`config.mk`:
```
export PLATFORM = sky130hd
export DESIGN_NAME = song_bank_memory_flat
export DESIGN_NICKNAME = d
export VERILOG_FILES = /design/src/rtl/song_bank_memory_if.sv /design/src/rtl/song_bank_memory.sv /design/src/flat_wrapper.sv
export SDC_FILE = /design/constraint.sdc
export NUM_CORES = 2
export LEC_CHECK = 0
export CAP_MARGIN = 40
export CORE_MARGIN = 1
export CORE_UTILIZATION = 40
export CTS_CLUSTER_SIZE = 25
export DETAILED_ROUTE_END_ITERATION = 16
export PLACE_DENSITY_LB_ADDON = 0.3
export SETUP_SLACK_MARGIN = 0.05
export SKIP_CTS_REPAIR_TIMING = 1
export SLEW_MARGIN = 10
export SYNTH_ARGS = -nofsm -noshare
export SYNTH_HDL_FRONTEND = slang
export SYNTH_SLANG_ARGS = --single-unit
```
`constraint.sdc`:
```
create_clock -name clk -period 10.1 [get_ports clk]
set_clock_uncertainty 0.15 [all_clocks]
set_input_delay 1.01 -clock clk [delete_from_list [all_inputs] [get_ports clk]]
set_output_delay 1.01 -clock clk [all_outputs]
set_load 0.02 [all_outputs]
```
`src/rtl/song_bank_memory_if.sv`:
```
// Control and data bundle between a song-bank client (player, learning or game
// datapath) and the multi-slot note memory.
`timescale 1ns/1ps

interface song_bank_memory_if #(
   parameter int DATA_WIDTH  = 8,
   parameter int ADDR_W      = 6,
   parameter int SEL_W       = 2,
   parameter int STATE_WIDTH = 2
);

   logic [STATE_WIDTH-1:0] current_state;
   logic [SEL_W-1:0]       song_sel;
   logic                   write_en;
   logic                   clear_en;
   logic [DATA_WIDTH-1:0]  data_in;
   logic                   read_en;
   logic                   read_rst;
   logic                   loop_en;
   logic [DATA_WIDTH-1:0]  data_out;
   logic                   output_ready;
   logic                   song_end;
   logic                   full;
   logic [ADDR_W:0]        duration;

   // The client drives mode, slot selection and record/playback requests.
   modport master (
      output current_state,
      output song_sel,
      output write_en,
      output clear_en,
      output data_in,
      output read_en,
      output read_rst,
      output loop_en,
      input  data_out,
      input  output_ready,
      input  song_end,
      input  full,
      input  duration
   );

   modport slave (
      input  current_state,
      input  song_sel,
      input  write_en,
      input  clear_en,
      input  data_in,
      input  read_en,
      input  read_rst,
      input  loop_en,
      output data_out,
      output output_ready,
      output song_end,
      output full,
      output duration
   );

endinterface

```
`src/rtl/song_bank_memory.sv`:
```
// Multi-slot note memory: records into the selected slot in free-play mode and
// plays it back with one-cycle read latency, optional looping and end strobe.
`timescale 1ns/1ps

module song_bank_memory #(
   parameter int                     DATA_WIDTH  = 8,
   parameter int                     DEPTH       = 64,
   parameter int                     ADDR_W      = 6,
   parameter int                     NUM_SONGS   = 4,
   parameter int                     SEL_W       = 2,
   parameter int                     STATE_WIDTH = 2,
   parameter logic [STATE_WIDTH-1:0] ST_AUTOPLAY = 2'd0,
   parameter logic [STATE_WIDTH-1:0] ST_LEARNING = 2'd1,
   parameter logic [STATE_WIDTH-1:0] ST_GAME     = 2'd2,
   parameter logic [STATE_WIDTH-1:0] ST_FREE     = 2'd3
) (
   input  logic             clk,
   input  logic             rst_n,
   song_bank_memory_if.slave bus
);

   localparam int LEN_W     = ADDR_W + 1;
   localparam int MEM_AW    = SEL_W + ADDR_W;
   localparam int MEM_WORDS = NUM_SONGS * DEPTH;
   localparam logic [LEN_W-1:0] LEN_FULL = LEN_W'(DEPTH);
   localparam logic [LEN_W-1:0] LEN_ZERO = '0;
   localparam logic [LEN_W-1:0] LEN_ONE  = LEN_W'(1);

   logic [DATA_WIDTH-1:0] r_mem [MEM_WORDS];
   logic [LEN_W-1:0]      r_len [NUM_SONGS];
   logic [LEN_W-1:0]      r_rd_ptr;
   logic [SEL_W-1:0]      r_sel_q;
   logic [DATA_WIDTH-1:0] r_data_out;
   logic                  r_output_ready;
   logic                  r_song_end;

   logic                  w_play;
   logic                  w_free;
   logic [LEN_W-1:0]      w_len;
   logic                  w_sel_changed;
   logic                  w_rewind;
   logic                  w_issue;
   logic [LEN_W-1:0]      w_ptr_inc;
   logic                  w_last;
   logic                  w_do_clear;
   logic                  w_do_write;
   logic [MEM_AW-1:0]     w_wr_addr;
   logic [MEM_AW-1:0]     w_rd_addr;

   assign w_play = (bus.current_state == ST_AUTOPLAY) ||
                   (bus.current_state == ST_LEARNING) ||
                   (bus.current_state == ST_GAME);
   assign w_free = (bus.current_state == ST_FREE);

   assign w_len         = r_len[bus.song_sel];
   assign w_sel_changed = (bus.song_sel != r_sel_q);

   // A slot switch is treated like a rewind, so the stale pointer of the old
   // slot is never used to address the newly selected one.
   assign w_rewind  = bus.read_rst || w_sel_changed;
   assign w_issue   = w_play && bus.read_en && !w_rewind && (r_rd_ptr < w_len);
   assign w_ptr_inc = r_rd_ptr + LEN_ONE;
   assign w_last    = (w_ptr_inc == w_len);

   assign w_do_clear = w_free && bus.clear_en;
   assign w_do_write = w_free && bus.write_en && !bus.clear_en && (w_len < LEN_FULL);

   assign w_wr_addr = {bus.song_sel, w_len[ADDR_W-1:0]};
   assign w_rd_addr = {bus.song_sel, r_rd_ptr[ADDR_W-1:0]};

   // Note storage is deliberately left out of reset; only lengths define content.
   always_ff @(posedge clk) begin
      if (w_do_write) begin
         r_mem[w_wr_addr] <= bus.data_in;
      end
   end

   always_ff @(posedge clk or negedge rst_n) begin
      if (!rst_n) begin
         for (int i = 0; i < NUM_SONGS; i++) begin
            r_len[i] <= LEN_ZERO;
         end
      end else begin
         for (int i = 0; i < NUM_SONGS; i++) begin
            if (SEL_W'(i) == bus.song_sel) begin
               if (w_do_clear) begin
                  r_len[i] <= LEN_ZERO;
               end else if (w_do_write) begin
                  r_len[i] <= r_len[i] + LEN_ONE;
               end
            end
         end
      end
   end

   always_ff @(posedge clk or negedge rst_n) begin
      if (!rst_n) begin
         r_sel_q <= '0;
      end else begin
         r_sel_q <= bus.song_sel;
      end
   end

   // Playback pointer: parks at the slot length when a non-looping song ends.
   always_ff @(posedge clk or negedge rst_n) begin
      if (!rst_n) begin
         r_rd_ptr <= LEN_ZERO;
      end else if (!w_play || w_rewind) begin
         r_rd_ptr <= LEN_ZERO;
      end else if (w_issue) begin
         if (w_last) begin
            r_rd_ptr <= bus.loop_en ? LEN_ZERO : w_len;
         end else begin
            r_rd_ptr <= w_ptr_inc;
         end
      end
   end

   always_ff @(posedge clk or negedge rst_n) begin
      if (!rst_n) begin
         r_data_out     <= '0;
         r_output_ready <= 1'b0;
         r_song_end     <= 1'b0;
      end else if (!w_play) begin
         r_data_out     <= '0;
         r_output_ready <= 1'b0;
         r_song_end     <= 1'b0;
      end else begin
         r_output_ready <= w_issue;
         r_song_end     <= w_issue && w_last;
         if (w_issue) begin
            r_data_out <= r_mem[w_rd_addr];
         end
      end
   end

   assign bus.data_out     = r_data_out;
   assign bus.output_ready = r_output_ready;
   assign bus.song_end     = r_song_end;
   assign bus.full         = (w_len == LEN_FULL);
   assign bus.duration     = w_len;

endmodule
```
`src/flat_wrapper.sv`:
```
// flat-port wrapper written by rule: the top's interface ports become plain ports
module song_bank_memory_flat 
#(
   parameter int                     DATA_WIDTH  = 8,
   parameter int                     DEPTH       = 64,
   parameter int                     ADDR_W      = 6,
   parameter int                     NUM_SONGS   = 4,
   parameter int                     SEL_W       = 2,
   parameter int                     STATE_WIDTH = 2,
   parameter logic [STATE_WIDTH-1:0] ST_AUTOPLAY = 2'd0,
   parameter logic [STATE_WIDTH-1:0] ST_LEARNING = 2'd1,
   parameter logic [STATE_WIDTH-1:0] ST_GAME     = 2'd2,
   parameter logic [STATE_WIDTH-1:0] ST_FREE     = 2'd3
)
  (clk, rst_n, bus_current_state, bus_song_sel, bus_write_en, bus_clear_en, bus_data_in, bus_read_en, bus_read_rst, bus_loop_en, bus_data_out, bus_output_ready, bus_song_end, bus_full, bus_duration);
  song_bank_memory_if #(.DATA_WIDTH(DATA_WIDTH), .ADDR_W(ADDR_W), .SEL_W(SEL_W), .STATE_WIDTH(STATE_WIDTH)) bus_i ();
  input  logic clk;
  input  logic rst_n;
  input wire logic [$bits(bus_i.current_state)-1:0] bus_current_state;
  input wire logic [$bits(bus_i.song_sel)-1:0] bus_song_sel;
  input wire logic [$bits(bus_i.write_en)-1:0] bus_write_en;
  input wire logic [$bits(bus_i.clear_en)-1:0] bus_clear_en;
  input wire logic [$bits(bus_i.data_in)-1:0] bus_data_in;
  input wire logic [$bits(bus_i.read_en)-1:0] bus_read_en;
  input wire logic [$bits(bus_i.read_rst)-1:0] bus_read_rst;
  input wire logic [$bits(bus_i.loop_en)-1:0] bus_loop_en;
  output wire logic [$bits(bus_i.data_out)-1:0] bus_data_out;
  output wire logic [$bits(bus_i.output_ready)-1:0] bus_output_ready;
  output wire logic [$bits(bus_i.song_end)-1:0] bus_song_end;
  output wire logic [$bits(bus_i.full)-1:0] bus_full;
  output wire logic [$bits(bus_i.duration)-1:0] bus_duration;
  assign bus_i.current_state = bus_current_state;
  assign bus_i.song_sel = bus_song_sel;
  assign bus_i.write_en = bus_write_en;
  assign bus_i.clear_en = bus_clear_en;
  assign bus_i.data_in = bus_data_in;
  assign bus_i.read_en = bus_read_en;
  assign bus_i.read_rst = bus_read_rst;
  assign bus_i.loop_en = bus_loop_en;
  assign bus_data_out = bus_i.data_out;
  assign bus_output_ready = bus_i.output_ready;
  assign bus_song_end = bus_i.song_end;
  assign bus_full = bus_i.full;
  assign bus_duration = bus_i.duration;
  song_bank_memory #(.DATA_WIDTH(DATA_WIDTH), .DEPTH(DEPTH), .ADDR_W(ADDR_W), .NUM_SONGS(NUM_SONGS), .SEL_W(SEL_W), .STATE_WIDTH(STATE_WIDTH), .ST_AUTOPLAY(ST_AUTOPLAY), .ST_LEARNING(ST_LEARNING), .ST_GAME(ST_GAME), .ST_FREE(ST_FREE)) u_core (.clk(clk), .rst_n(rst_n), .bus(bus_i));
endmodule
```
==> reports/metrics.cfg <==
[pwr]
ir_worst_vdd_mv=0.193
p_sw_w=0.00384
combPwrFrac_pct=4.1
intPower_w=0.0139
sequentialPowerShare_pct=54.2
p_per_area_nw_per_um2=190
switching_share_pct=21.7
p_clk_share_pct=41.7
leakage_nw=28.3

[global_routing]
grt_max_degree=173
first_global_vias=42000
gr-usage-all-layers_pct=22.2
grt_pass1_wl_microns=326000
gr-total-overflow=0
antenna_found_initial=14

[timing]
hold_violations=0
slew_headroom_pct=33.7
finalCriticalPeriod_ns=5.97
fin_tns_setup_ns=0
setup_slack_ns=4.13
timing.fmax_ghz=0.167
rsz0062_at_grt=false
slew_violations=0
tightest_slew_ns=0.994
fin_crit_sh_pct=59.1
finalSetupViolCount=0

[placement]
pre_cts_slack_ns=4.30
io_buffer_count=36
routabilityCongestion=0.884
dp_hpwl_microns=141000

[clocking]
cts_max_level=4
cts.sinks=2095
clockRootBuffer=clkbuf_16
insertion_delay_ns=0.86
tritoncts=yes
clkSlewWorstSetupHoldPaths_ns=0.06
clockBufferDepth=3
numCtsBuffers=203

[finish]
num-fill-cells=17100
regArea_sq_um=62700
drive_gt1_share_pct=23.0
nNetsFinal=4243
multi_input_area_sq_um=18700
area_delta_synth_final_pct=12.5

[critical_path]
r2r_cells=9
required_ns=8.94
worstPathMaxFanout=24
critical_path_class=in2out
cp-end-kind=output pin
critical_path_arrival_ns=4.81
startpoint_type=primary input

[logic_synthesis]
yosysTopAreaCell=edfxtp_1
ys_seq_elements=2095
ys.warnings.count=0
synth_cell_type_count=76
syn_nets=4105
ys_async_sr_fraction_pct=2.24
synth_edf_count=2048
ys_seq_area_share_pct=75.8
synth_area_sq_um=82700
postSynthCellCount=4074
synthFlopType=edfxtp_1
ys_top_cells_by_area=edfxtp_1 (74%), mux4_2 (14%), nor2_1 (1.6%), mux2i_1 (1.6%), dfrtp_1 (1.4%)
syn_avg_cell_area_sq_um=20.3
synth.top_cell.area_share_pct=74.4

[routing]
dr_total_vias=42100
wire_per_inst_microns=32.8
drtAntennaViolNets=0
firstDrtPassIters=7
drc=0
vias_per_cell=5.95
drt_iter0_markers=5182
wirelength_microns=232000

[die]
die_w_microns=457
io-pin-count=37
die-height_microns=457
dieArea_sq_um=208000
num_rows=166
core_area_sq_um=205000
initial_core_util_pct=40.3

[flow_run]
drv_cap=0

[hold_path]
hold_path_class=in2async

[status]
run_status=finished, final reports clean

## final timing paths
check / startpoint / end / slack (ns)
worst max-delay path: bus_song_sel[0] / bus_full / 4.13
worst min-delay path: rst_n / u_core.r_sel_q[0] / 0.15
worst max register to register: u_core.r_rd_ptr[0] / u_core.bus.data_out[0] / 5.07
worst min register to register: u_core.r_len[0] / u_core.r_len[0] / 0.38
max in group asynchronous: rst_n / u_core.r_rd_ptr[3] / 9.09
min in group clk: u_core.r_len[0] / u_core.r_len[0] / 0.38
## cell usage after synthesis (5+ instances only)
master and instances:
a2111oi_0 7, a211oi_1 23, a21oi_1 42, a221oi_1 12
a22oi_1 19, a311o_1 6, a311oi_1 9, a31oi_1 20
and2_1 11, and3_1 11, and4_1 5, buf_1 24
buf_2 81, buf_4 36, buf_6 8, clkbuf_1 90
dfrtp_1 47, edfxtp_1 2048, ha_1 12, inv_1 16
mux2_2 43, mux2i_1 128, mux4_2 507, nand2_1 189
nand2b_1 13, nand3_1 52, nand4_1 9, nor2_1 352
nor2b_1 16, nor3_1 24, nor4_1 9, o2111ai_1 8
o211ai_1 7, o21ai_0 44, o221ai_1 15, o22ai_1 32
o311ai_0 5, o31ai_1 7, or2_2 5, xnor2_1 6
xor2_1 12
## layout make-up
| cell class | instances | area share [%] |
|---|---|---|
| multi-input cells | 1719 | 20.1 |
| clock inverters | 133 | 1.27 |
| diodes | 6 | 0.0161 |
| repair buffers | 174 | 1.83 |
| inverters | 19 | 0.0834 |
| flip-flops and latches | 2095 | 67.4 |
| clock buffers | 241 | 5.68 |
| well taps | 2688 | 3.62 |
## state kept, by name (all words and copies together), names as in the netlist
register,flops
u_core.bus.data_out,8
u_core.bus.output_ready,1
u_core.bus.song_end,1
u_core.r_len,28
u_core.r_mem,2048
u_core.r_rd_ptr,7
u_core.r_sel_q,2
## per-stage QoR
stage / total power, W / util (%) / instance area, sq um / instances / hold WS (ns)
after floorplan: 0.0101 / - / 82700 / 4074 / 0.323
after global placement: 0.0105 / 42.0 / 86000 / 6654 / 0.377
after detailed placement: 0.0105 / 42.2 / 86400 / 6688 / 0.363
after CTS: 0.0178 / 45.3 / 92900 / 7062 / 0.107
after global routing: 0.0181 / 45.4 / 93000 / 7072 / 0.177
final: 0.0177 / 45.4 / 93000 / 7075 / 0.149
## layout by cell type, fill, tap and decap left out, drive strengths merged, types with 43 or more instances in the layout
| cell | netlist | final |
|---|---|---|
| edfxtp | 2048 | 2048 |
| mux4 | 508 | 508 |
| nor2 | 352 | 352 |
| clkbuf | 91 | 249 |
| nand2 | 189 | 189 |
| buf | 150 | 139 |
| mux2i | 128 | 128 |
| clkinv | 1 | 104 |
| nand3 | 53 | 53 |
| dfrtp | 47 | 47 |
| o21ai | 45 | 45 |
| mux2 | 43 | 43 |
## worst max-delay path: stages
cell	delay [ns]
clkdlybuf4s50_1	0.51
buf_4	0.36
mux4_1	0.76
nor2_1	0.53
nand2_1	0.35
nor4_1	0.41
buf_2	0.24
clkdlybuf4s50_1	0.62
## kinds of logic (layout without fill, tap and decap cells)
group	after synthesis	count (layout)	synth area share, %
flip-flops	2095	2095	75.8
AND/OR/NAND/NOR	713	713	3.69
multiplexers	679	679	16.0
AO/OA/AOI/OAI	294	294	2.49
buffers and inverters	260	567	1.55
XOR/XNOR	21	21	0.272
adder cells (fa/ha/maj)	12	12	0.182
other	0	6	0
## per-layer routing
layer,GRT usage (%),vias up,share of wire [%]
li1,-,17100,-
met1,30.0,22500,40
met2,34.1,2072,47
met3,5.06,437,8.9
met4,10.2,20,4.8
met5,0.276,-,0.095
## power groups by stage
stage	logic (W)	clock network, W	registers (W)
after floorplan	0.000361	0	0.00975
after global placement	0.000700	0	0.00977
after detailed placement	0.000721	0	0.00977
after CTS	0.000722	0.00747	0.00959
after global routing	0.000763	0.00779	0.00958
final	0.000726	0.00738	0.00959
No activity file was read; power rests on OpenSTA's default activity.
